### src/rtl/usb_bridge_fifo_lvl.sv
// Parametrised first-word-fall-through FIFO for the USB bridge RX/TX paths.
// Any depth, occupancy level, almost-full/empty thresholds, flush, sticky errors, high-water mark.
module usb_bridge_fifo_lvl #(
    parameter int WIDTH      = 8,
    parameter int DEPTH      = 4,
    parameter int ADDR_W     = 2,
    parameter int AFULL_LVL  = 3,
    parameter int AEMPTY_LVL = 1
) (
    input  logic              clk_i,
    input  logic              rst_n_i,
    input  logic [WIDTH-1:0]  data_in_i,
    input  logic              push_i,
    input  logic              pop_i,
    input  logic              flush_i,
    output logic [WIDTH-1:0]  data_out_o,
    output logic              accept_o,
    output logic              valid_o,
    output logic [ADDR_W:0]   level_o,
    output logic              almost_full_o,
    output logic              almost_empty_o,
    output logic              overflow_o,
    output logic              underflow_o,
    output logic [ADDR_W:0]   hwm_o
);

    localparam logic [ADDR_W:0]   DEPTH_L  = (ADDR_W+1)'(DEPTH);
    localparam logic [ADDR_W:0]   AFULL_L  = (ADDR_W+1)'(AFULL_LVL);
    localparam logic [ADDR_W:0]   AEMPTY_L = (ADDR_W+1)'(AEMPTY_LVL);
    localparam logic [ADDR_W-1:0] LAST_PTR = ADDR_W'(DEPTH - 1);

    logic [WIDTH-1:0]  mem_q [DEPTH];
    logic [ADDR_W-1:0] wr_ptr_q, wr_ptr_d;
    logic [ADDR_W-1:0] rd_ptr_q, rd_ptr_d;
    logic [ADDR_W:0]   level_q, level_d;
    logic [ADDR_W:0]   hwm_q, hwm_d;
    logic              ovf_q, ovf_d;
    logic              udf_q, udf_d;
    logic              push_ok, pop_ok;

    // Handshakes decode from registered level only, so no push/pop -> accept/valid path.
    assign accept_o       = (level_q != DEPTH_L);
    assign valid_o        = (level_q != '0);
    assign level_o        = level_q;
    assign hwm_o          = hwm_q;
    assign overflow_o     = ovf_q;
    assign underflow_o    = udf_q;
    assign almost_full_o  = (level_q >= AFULL_L);
    assign almost_empty_o = (level_q <= AEMPTY_L);
    assign data_out_o     = mem_q[rd_ptr_q];

    assign push_ok = push_i & accept_o & ~flush_i;
    assign pop_ok  = pop_i & valid_o & ~flush_i;

    always_comb begin
        // NOTE: every signal gets a default first so no path through this block infers a latch.
        wr_ptr_d = wr_ptr_q;
        rd_ptr_d = rd_ptr_q;
        level_d  = level_q;
        hwm_d    = hwm_q;
        ovf_d    = ovf_q;
        udf_d    = udf_q;

        if (flush_i) begin
            wr_ptr_d = '0;
            rd_ptr_d = '0;
            level_d  = '0;
            hwm_d    = '0;
            ovf_d    = 1'b0;
            udf_d    = 1'b0;
        end else begin
            // Explicit wrap so non-power-of-2 depths work.
            if (push_ok) wr_ptr_d = (wr_ptr_q == LAST_PTR) ? '0 : wr_ptr_q + 1'b1;
            if (pop_ok)  rd_ptr_d = (rd_ptr_q == LAST_PTR) ? '0 : rd_ptr_q + 1'b1;
            unique case ({push_ok, pop_ok})
                2'b10:   level_d = level_q + 1'b1;
                2'b01:   level_d = level_q - 1'b1;
                default: level_d = level_q;
            endcase
            if (level_d > hwm_q) hwm_d = level_d;
            if (push_i && !accept_o) ovf_d = 1'b1;
            if (pop_i && !valid_o)   udf_d = 1'b1;
        end
    end

    // NOTE: sequential state uses non-blocking assignments so all registers update from pre-edge values.
    always_ff @(posedge clk_i or negedge rst_n_i) begin
        if (!rst_n_i) begin
            wr_ptr_q <= '0;
            rd_ptr_q <= '0;
            level_q  <= '0;
            hwm_q    <= '0;
            ovf_q    <= 1'b0;
            udf_q    <= 1'b0;
        end else begin
            wr_ptr_q <= wr_ptr_d;
            rd_ptr_q <= rd_ptr_d;
            level_q  <= level_d;
            hwm_q    <= hwm_d;
            ovf_q    <= ovf_d;
            udf_q    <= udf_d;
        end
    end

    // NOTE: storage is deliberately not reset; valid_o gates every read, and a reset-free array maps to RAM.
    always_ff @(posedge clk_i) begin
        if (push_ok) mem_q[wr_ptr_q] <= data_in_i;
    end

endmodule
### config.mk
export PLATFORM = sky130hd
export DESIGN_NAME = usb_bridge_fifo_lvl
export DESIGN_NICKNAME = d
export VERILOG_FILES = /design/src/rtl/usb_bridge_fifo_lvl.sv
export SDC_FILE = /design/constraint.sdc
export NUM_CORES = 1
export LEC_CHECK = 0
export BUFFER_PORTS_ARGS = -buffer_cell sky130_fd_sc_hd__clkbuf_2
export CORE_UTILIZATION = 59
export CTS_CLUSTER_DIAMETER = 40
export DETAILED_ROUTE_END_ITERATION = 10
export PLACE_DENSITY = 0.94
export REMOVE_ABC_BUFFERS = 1
export SYNTH_ARGS = -nofsm -noshare
export SYNTH_HDL_FRONTEND = slang
export SYNTH_SLANG_ARGS = --single-unit
### constraint.sdc
create_clock -name clk_i -period 5.8 [get_ports clk_i]
set_input_delay 0.29 -clock clk_i [delete_from_list [all_inputs] [get_ports clk_i]]
set_output_delay 0.29 -clock clk_i [all_outputs]
set_load 0.01 [all_outputs]
=== Yosys cells after proc, flatten, opt, wreduce, memory -nomap -nowiden ===
Memories as Yosys holds them, arrays and structs flattened.
Index checks and enable logic that the tools add are counted.

* Memories kept: 1
* Logic and storage cells: 51
* Bits in registers: 12
* RAM bits: 32
* Input port bits: 13
* Output and inout bits: 20

{| class="wikitable"
|+ Memories
! memory !! depth !! bits a word !! rd ports !! clocked after memory_dff !! write ports !! RTL line !! RTL
|-
| mem_q || 4 || 8 || 1 || 0 || 1 || 32 || <nowiki>logic [WIDTH-1:0] mem_q [DEPTH];</nowiki>
|}

* Bitwise gates (word level): 5
* Equality and inequality tests: 5
* $add $sub $neg: 4
* Reductions and logical operators: 10
* Muxes and demuxes: 17
* Magnitude comparators: 3

{| class="wikitable"
|+ Operators by type and width
! operator !! number
|-
| $mux 2 || 6
|-
| $mux 3 || 4
|-
| $reduce_bool 2->1 || 5
|-
| $eq 2x2->1 const B || 3
|-
| $mux 1 || 6
|-
| $pmux 3 s2 || 1
|-
| $add 2x1->2 const B || 2
|-
| $and 1x1->1 || 4
|-
| $add 3x1->3 const B || 1
|-
| $ge 3x2->1 const B || 1
|-
| $gt 3x3->1 || 1
|-
| $le 3x1->1 const B || 1
|-
| $ne 3x3->1 const B || 1
|-
| $reduce_bool 3->1 || 1
|-
| $sub 3x1->3 const B || 1
|-
| $eq 2x1->1 const B || 1
|-
| $logic_and 1x1->1 || 2
|-
| $logic_not 1->1 || 2
|-
| $not 1->1 || 1
|}

=== Longest topological paths before layout ===
Gate-level depths: netlist of the first run.

* Word-level depth: 9
* Mapped depth: 13
* Mapped depth without buffers: 12

=== Worst setup path before layout of the first run ===
Ideal clock, no wire load.

* Kind: register -> register
* Start: register level_q[0], in the netlist level_o[0]
* End: register hwm_q[2], in the netlist hwm_o[2]
* Arrival: 2.618 ns
* Data required time: 5.722 ns
* Slack: 3.104 ns
* Stages on the path, launching flop included: 13
* Library setup time: 0.078 ns
* Path buffers: 1
* Clock period less this slack: 2.696 ns
* Cell sequence: dfrtp_1 -> inv_1 -> ha_1 -> clkbuf_1 -> nor3b_1 -> a2111o_1 -> a32oi_1 -> ha_1 -> nor2b_1 -> o21ai_0 -> a32oi_1 -> nand2b_1 -> a21oi_1

* Word-level cells in the longest chain between the ends: 8
* Elaborated cells between the ends (all ways): 16
* Those cells by class: 2 x add/sub; 1 x order compare; 3 x eq/ne; 4 x mux; 4 x bitwise; 2 x reduce/logical

{| class="wikitable"
|+ Ends and longest elaborated chain
! item !! RTL line !! RTL
|-
| from (decl) || 35 || <nowiki>logic [ADDR_W:0] level_q, level_d;</nowiki>
|-
| from (signal assigned) || 98 || <nowiki>level_q <= level_d;</nowiki>
|-
| $ne 3x3->1 or $reduce_bool 3->1 (tied branches) || 42, 43 ||
|-
| $and 1x1->1 (on tied branches) (2 in series) || 52, 53 ||
|-
| $eq 2x1->1 or $eq 2x2->1 (tied branches) || 75 || <nowiki>unique case ({push_ok, pop_ok})</nowiki>
|-
| $pmux 3 s2 * || 75 ||
|-
| $mux 3 * || 64 || <nowiki>if (flush_i) begin</nowiki>
|-
| $gt 3x3->1 or $mux 3 (tied branches) || 80 || <nowiki>if (level_d > hwm_q) hwm_d = level_d;</nowiki>
|-
| $reduce_bool 2->1 (no line) or $mux 3 (tied branches) || -- ||
|-
| to (signal assigned) || 99 || <nowiki>hwm_q <= hwm_d;</nowiki>
|-
| to (decl) || 36 || <nowiki>logic [ADDR_W:0] hwm_q, hwm_d;</nowiki>
|}

Mark *: on every way between the ends. The rest lies on a longest branch, timed or not. The select of a mux whose other input is x is not followed.
A chain may end at the register's enable or synchronous reset.

=== Worst setup path after layout of the first run ===
Ends and elaborated chain as after synthesis.

==> results.py, run 1 <==
metrics = {
    "status": {
        "status": "finished, final reports clean",
    },
    "pwr": {
        "p_clk_share_pct": 25.0,
        "ir_worst_vdd_uv": 157,
        "p_switching_w": 0.000213,
        "p_leak_nw": 0.923,
        "seqPwrFrac_pct": 51.3,
        "comb_power_share_pct": 23.7,
        "p_int_w": 0.000527,
        "switching_share_pct": 28.8,
        "power_density_nw_per_um2": 320,
    },
    "sta": {
        "slew_headroom_pct": 62.3,
        "fin_crit_ns": 3.15,
        "fmax_mhz": 317,
        "layout_setup_ws_ns": 2.65,
        "worstMarginPinSlew_ns": 0.566,
        "slew_viol_final": 0,
        "hold_violations": 0,
        "rsz0062_at_grt": "false",
        "finalCritPeriodShare_pct": 54.3,
        "finalSetupTns_ns": 0,
        "finClkSkew_ns": 0.0126,
        "setup_viol": 0,
    },
    "synthesis": {
        "syn-instance-count": 144,
        "synth_top_area_cell": "edfxtp_1",
        "async_flop_share_pct": 27.3,
        "synth.area.top_cells": "edfxtp_1, dfrtp_1, mux4_2",
        "syn_area_per_cell_um2": 14.1,
        "ys_seq_area_share_pct": 61.9,
        "synth-seq-cells": 44,
        "ys.flop_type": "edfxtp_1",
        "yosysWarnings": 0,
        "synth-edff-count": 32,
        "netlist.area_leader.share_pct": 47.2,
        "ys_types": 33,
        "synth_area_um2": 2040,
    },
    "clock_network": {
        "cts_resized": 0,
        "postCtsSetupRepairBufs": 0,
        "clk_pin_slew_ns": 0.13,
        "htree_levels": 2,
        "cts_tree": "built",
        "cts.path.max_buffers": 2,
        "cts_root_buf": "clkbuf_4",
        "clk_latency_ns": 0.35,
        "cts.sinks": 44,
        "ctsHoldBuffers": 1,
        "cts-buffers-inserted": 5,
    },
    "die": {
        "core_um2": 3150,
        "die_w_um": 60.8,
        "io-pin-count": 33,
        "start_util_pct": 64.6,
        "num_rows": 20,
        "die_h_um": 60.8,
        "fp.dieArea_um2": 3690,
    },
    "critical_path": {
        "required_ns": 6.07,
        "rr_worst_depth": 11,
        "reg2reg_from": "level_o[0]",
        "start_kind": "flop",
        "r2r_end": "hwm_o[2]",
        "end_kind": "flop",
        "slowest_stage": "dfrtp_1",
        "crit_path_end": "hwm_o[2]",
        "startpoint": "level_o[0]",
        "crit_path_cell_trace": "inv_1, ha_1, and3b_1, a2111o_1, a32oi_1, ha_1, nor2b_1, o21ai_0, a32oi_1, nand4b_1, a21oi_1",
        "worstPathArrival_ns": 3.42,
        "crit_type": "flop to flop",
        "cpPeakStageDelay_ns": 0.44,
        "reg2reg_slack_ns": 2.65,
        "cp_max_fo": 13,
    },
    "hold_path": {
        "min_path_type": "input pin to flop",
    },
    "global_route": {
        "gr-total-overflow": 0,
        "grt_max_degree": 15,
        "grt_first_pass_wirelength_mm": 5.46,
        "grt_pass1_vias": 1180,
        "antenna_found_initial": 0,
        "track_usage_pct": 21.6,
    },
    "final_layout": {
        "nNetsFinal": 202,
        "syn_to_final_growth_pct": 13.5,
        "nFillCells": 215,
        "drive_gt1_share_pct": 27.5,
        "layout.cells.non_filler": 222,
        "diodes": 0,
    },
    "route": {
        "first_pass_iters": 4,
        "post_drt_wl_per_cell_um": 15.7,
        "num_vias": 1258,
        "via_per_inst": 5.67,
        "drt_iter0_markers": 67,
        "drt_wl_total_mm": 3.48,
        "remaining_drc_errors": 0,
        "drtAntennaViolNets": 0,
    },
    "place": {
        "gp_congestion": 0.848,
        "dp_slack_ns": 2.74,
        "portBuffers": 32,
        "hpwl_mm": 2.51,
        "placed_cells": 213,
    },
    "run": {
        "cap_violations": 0,
    },
}
## state kept, by name, indices dropped and copies added, names as in the netlist
register / flops
level_o: 3
wr_ptr_q: 2
mem_q: 32
overflow_o: 1
hwm_o: 3
underflow_o: 1
rd_ptr_q: 2
## synth_stat cells, types with 2 or more instances
| master | count |
|---|---|
| nor2_1 | 10 |
| a32oi_1 | 2 |
| dfrtp_1 | 12 |
| inv_1 | 11 |
| o21ai_0 | 4 |
| nand4b_1 | 2 |
| ha_1 | 12 |
| xnor2_1 | 2 |
| or3_1 | 2 |
| nor3b_1 | 2 |
| and2_1 | 5 |
| a31oi_1 | 3 |
| a21oi_1 | 6 |
| clkbuf_1 | 3 |
| edfxtp_1 | 32 |
| nand2_1 | 5 |
| nand3_1 | 4 |
| xor2_1 | 2 |
| mux4_2 | 8 |
| buf_2 | 3 |
| nor3_1 | 2 |
## worst max-delay path, delay by kind of cell, from the launching register on
kind	cells	cell delay, ns
AOI/OAI and AO/OA	5	1.32
adders and majority gates	2	0.61
and+or+nand+nor	3	0.53
DFF	1	0.44
buffers and inverters	1	0.16
## kinds of logic (layout without fill, tap and decap cells)
family,after synthesis,after routing,share of synthesized area (%)
xor+xnor,4,4,1.72
mux,8,8,8.85
buf+inv,18,52,3.50
simple gates,39,39,10.6
flops,44,44,61.9
fa+ha+maj,12,12,7.37
compound gates,19,19,6.08
## through the flow
step           instance area, um2  utilization, %  hold WS (ns)  total power (W)
5_1_grt                      2310            73.3         0.131         0.000777
3_3_place_gp                 2220            70.5         0.182         0.000549
6_report                     2310            73.3         0.153         0.000739
3_5_place_dp                 2220            70.5         0.194         0.000560
4_1_cts                      2310            73.3         0.134         0.000742
2_1_floorplan                2010               -      -0.00559         0.000498
## layout by cell type, fill, tap and decap left out
master         Yosys  routed
nor2_1            10      10
a2111o_1           1       1
nor4_1             1       1
nor2b_1            1       1
or2b_1             1       1
clkinv_1           0       1
nand4b_1           2       2
inv_1             11      11
o31ai_1            1       1
and3b_2            1       1
or3_1              2       2
o311ai_0           1       1
dlygate4sd3_1      0       1
and2_1             5       5
clkinv_4           0       1
a21oi_1            6       6
dfrtp_1           12      12
a31oi_1            3       3
bufinv_16          0       1
o21ai_0            4       4
clkbuf_2           0      32
nor3b_1            2       2
edfxtp_1          32      32
a32oi_1            2       2
xor2_1             2       2
xnor2_1            2       2
ha_1              12      12
nor3_1             2       2
nand3_1            4       4
clkbuf_4           0       5
nand2_1            5       5
mux4_2             8       8
and3b_1            1       1
a21bo_2            1       1
nand2b_1           1       1
nand3b_1           1       1
## final cells by class
class | instances | area, um2 | area share, %
inverters | 11 | 41.3 | 1.79
clock inverters | 3 | 42.5 | 1.84
repair buffers | 33 | 170 | 7.36
clock buffers | 5 | 37.5 | 1.62
flip-flops and latches | 44 | 1260 | 54.5
well taps | 44 | 55.1 | 2.38
multi-input cells | 82 | 704 | 30.5
## how the worst min path moves through the flow
stage	from	endpoint	slack (ns)	depth (start not counted)
after floorplan	rst_n_i	hwm_o[0]	-0.006	0
after global placement	rst_n_i	hwm_o[1]	0.18	1
after detailed placement	rst_n_i	hwm_o[2]	0.19	1
after CTS	data_in_i[2]	mem_q[0][2]	0.13	1
after global routing	data_in_i[0]	mem_q[1][0]	0.13	1
final	data_in_i[0]	mem_q[1][0]	0.15	1
## routing by layer
metal	vias to the layer above	wire length, um	GRT usage [%]
met2	39	1780	34.9
met5	-	0	0
met3	9	158	6.40
met1	609	1480	27.7
met4	0	57	8.44
li1	601	-	-
## power groups by stage
| stage | sequential, W | combinational, W | clock [W] |
|---|---|---|---|
| 3_3_place_gp | 0.000384 | 0.000164 | 0 |
| 5_1_grt | 0.000383 | 0.000195 | 0.000199 |
| 2_1_floorplan | 0.000386 | 0.000112 | 0 |
| 3_5_place_dp | 0.000386 | 0.000174 | 0 |
| 6_report | 0.000379 | 0.000175 | 0.000185 |
| 4_1_cts | 0.000380 | 0.000174 | 0.000188 |
No activity file was read; power rests on OpenSTA's default activity.
==> run 2: changes to the inputs <==
--- a/config.mk
+++ b/config.mk
@@ -5,11 +5,12 @@
 export SDC_FILE = /design/constraint.sdc
 export NUM_CORES = 1
 export LEC_CHECK = 0
+export ABC_AREA = 1
 export BUFFER_PORTS_ARGS = -buffer_cell sky130_fd_sc_hd__clkbuf_2
-export CORE_UTILIZATION = 59
+export CORE_UTILIZATION = 50
 export CTS_CLUSTER_DIAMETER = 40
 export DETAILED_ROUTE_END_ITERATION = 10
-export PLACE_DENSITY = 0.94
+export PLACE_DENSITY = 0.86
 export REMOVE_ABC_BUFFERS = 1
 export SYNTH_ARGS = -nofsm -noshare
 export SYNTH_HDL_FRONTEND = slang
==> constraint.sdc (replaced) <==
create_clock -name clk_i -period 2.6 [get_ports clk_i]
set_input_delay 0.13 -clock clk_i [delete_from_list [all_inputs] [get_ports clk_i]]
set_output_delay 0.13 -clock clk_i [all_outputs]
set_load 0.01 [all_outputs]
==> run 2 against run 1 <==
Net effect: hold slack worse by 0.10 ns; core utilization down 8.7 points; combinational power grew to 2.7 times the previous value; clock skew about the same; critical path type unchanged; largest power group unchanged.
==> results.py, run 2 <==
metrics = {
    "status": {
        "status": "finished, final reports clean",
    },
    "synthesis": {
        "syn_area_per_cell_um2": 10.7,
        "synth-compound-area-share_pct": 9.58,
        "synthMuxAreaShare_pct": 0,
        "synth-adder-area-share_pct": 7.32,
        "ys_seq_area_share_pct": 61.5,
        "netlist.area_leader.share_pct": 46.9,
        "synth-edff-count": 32,
        "synth-seq-cells": 44,
        "post-synth-top-count-cell": "edfxtp_1",
        "ys_types": 22,
        "synth_top_family_by_area": "simple AND/OR/NAND/NOR gates",
        "yosysWarnings": 0,
        "synth_top_area_cell": "edfxtp_1",
        "syn-instance-count": 191,
        "synth_area_um2": 2050,
        "synth.area.top_cells": "edfxtp_1, dfrtp_1, ha_1",
        "async_flop_share_pct": 27.3,
        "synthXorXnorAreaFrac_pct": 0,
        "yosys.area_share.simple_pct": 15.9,
        "ys.flop_type": "edfxtp_1",
        "synth_top_cells_by_count": "edfxtp_1, nor2_1, inv_1, nand2_1, o21ai_0",
    },
    "place": {
        "hpwl_mm": 2.62,
        "portBuffers": 32,
        "gp_congestion": 0.849,
        "placed_cells": 272,
        "dp_slack_ns": 0.0372,
    },
    "pwr": {
        "p_leak_nw": 1.10,
        "ir_worst_vdd_uv": 380,
        "power_density_nw_per_um2": 746,
    },
    "critical_path": {
        "worstPathArrival_ns": 2.62,
        "crit_path_cell_trace": "inv_2, ha_4, nand2_2, nand2_2, nor2_4, nand2_2, nand2_2, nand3_1, nand2_1, inv_1, ha_1, nand2_1, o21ai_0, nand2_1, nand2_1, inv_1, nand2_1, nand2_1",
        "rr_worst_depth": 18,
        "slowest_stage": "dfrtp_1",
        "r2r_end": "hwm_o[2]",
        "startpoint": "level_o[1]",
        "reg2reg_slack_ns": 0.16,
        "crit_type": "flop to flop",
        "cp_max_fo": 6,
        "crit_buf_inv": 3,
        "start_kind": "flop",
        "required_ns": 2.78,
        "crit_path_frequent_cell": "nand2_1",
        "reg2reg_from": "level_o[1]",
        "critPathTopFamily": "simple AND/OR/NAND/NOR gates",
        "end_kind": "flop",
        "cpPeakStageDelay_ns": 0.39,
    },
    "die": {
        "core_um2": 3800,
        "fp.dieArea_um2": 4360,
        "num_rows": 22,
        "die_h_um": 66.0,
        "start_util_pct": 54.0,
        "io-pin-count": 33,
        "die_w_um": 66.0,
    },
    "final_layout": {
        "nFillCells": 276,
        "nNetsFinal": 260,
        "layout.cells.non_filler": 284,
        "diodes": 0,
        "top_register": "mem_q",
        "final_cell_mix": "clkbuf_2, edfxtp_1, nor2_1, nand2_1",
        "drive_gt1_share_pct": 27.5,
        "largest_register_ffs": 32,
        "syn_to_final_growth_pct": 19.6,
    },
    "sta": {
        "finClkSkew_ns": 0.0128,
        "setup_viol": 0,
        "fin_crit_ns": 2.44,
        "layout_setup_ws_ns": 0.162,
        "slew_headroom_pct": 68.5,
        "slew_viol_final": 0,
        "hold_violations": 0,
        "worstMarginPinSlew_ns": 0.473,
        "finalCritPeriodShare_pct": 93.8,
        "fmax_mhz": 410,
        "finalSetupTns_ns": 0,
    },
    "route": {
        "num_vias": 1494,
        "drtAntennaViolNets": 0,
        "drt_iter0_markers": 49,
        "drt_wl_total_mm": 3.84,
        "remaining_drc_errors": 0,
        "via_per_inst": 5.26,
        "first_pass_iters": 4,
        "post_drt_wl_per_cell_um": 13.5,
    },
    "global_route": {
        "gr-total-overflow": 0,
        "grt_pass1_vias": 1418,
        "grt_first_pass_wirelength_mm": 5.89,
        "track_usage_pct": 18.8,
        "antenna_found_initial": 0,
        "grt_max_degree": 18,
    },
    "hold_path": {
        "holdCritStartpoint": "data_in_i[0]",
        "whs_path_depth": 1,
        "hold_path_end": "mem_q[0][0]",
        "min_path_type": "input pin to flop",
    },
    "clock_network": {
        "cts-buffers-inserted": 5,
        "clk_pin_slew_ns": 0.09,
        "htree_levels": 2,
        "cts.sinks": 44,
        "cts_tree": "built",
        "cts.path.max_buffers": 2,
        "cts_root_buf": "clkbuf_8",
        "clk_latency_ns": 0.30,
    },
    "run": {
        "cap_violations": 0,
    },
}
## run 2: cell types whose count changed in the layout (fill, tap and decap cells not counted), moves of 5 or more
cell / before / now
and2_1: 5 / 0
buf_4: 0 / 9
clkbuf_4: 5 / 0
clkbuf_8: 0 / 5
inv_1: 11 / 20
mux4_2: 8 / 0
nand2_1: 5 / 21
nand3_1: 4 / 11
nor2_1: 10 / 26
o21ai_0: 4 / 20
o22ai_1: 0 / 8
## run 2: cells by family after synthesis
| family | Yosys count |
|---|---|
| AOI/OAI and AO/OA | 35 |
| buffers and inverters | 30 |
| DFF | 44 |
| and+or+nand+nor | 70 |
| adders and majority gates | 12 |
## run 2: worst max-delay path by stage
stage	to	slack [ns]	cells after the start
after floorplan	hwm_o[1]	0.19	18
after global routing	hwm_o[2]	-0.01	18
final	hwm_o[2]	0.16	18
after detailed placement	hwm_o[1]	0.04	18
after global placement	hwm_o[0]	0.17	18
after CTS	hwm_o[2]	0.06	17
## run 2: area by class of cell
type	count	area, um2	area share (%)
flip-flops and latches	44	1260	51.4
well taps	48	60.1	2.45
multi-input cells	117	684	27.9
repair buffers	42	238	9.69
clock inverters	3	46.3	1.89
inverters	25	95.1	3.88
clock buffers	5	68.8	2.80
## run 2: layer usage
| layer | part of all wire [%] | GRT usage (%) | up-vias |
|---|---|---|---|
| met5 | 0 | 0 | - |
| met4 | 1.6 | 12.8 | 0 |
| met3 | 5.1 | 4.31 | 7 |
| met2 | 54 | 32.1 | 40 |
| met1 | 40 | 20.5 | 714 |
| li1 | - | - | 733 |
## run 2: per-stage QoR
step | power [W] | hold slack, ns | util (%) | instance area [um2]
final | 0.00183 | 0.0522 | 64.6 | 2450
after floorplan | 0.00114 | -0.166 | - | 2030
after CTS | 0.00182 | 0.0448 | 63.9 | 2430
after detailed placement | 0.00130 | 0.0326 | 60.4 | 2290
after global routing | 0.00193 | 0.0529 | 64.6 | 2450
after global placement | 0.00128 | 0.0285 | 60.4 | 2290
## run 2: timing repair
action | in CTS | in global routing
endpoints found under the setup margin | 1 | 3
hold buffers | 1 | 0
hold endpoints to repair | 12 | 0
pin swaps | 0 | 1
setup buffers | 1 | 2
gates resized for setup | 0 | 4
## run 2: power by group
group | internal, W | switching, W | total, W
logic | 0.000183 | 0.000293 | 0.000475
registers | 0.000803 | 0.0000330 | 0.000836
clock network | 0.000289 | 0.000230 | 0.000519
total | 0.00127 | 0.000556 | 0.00183
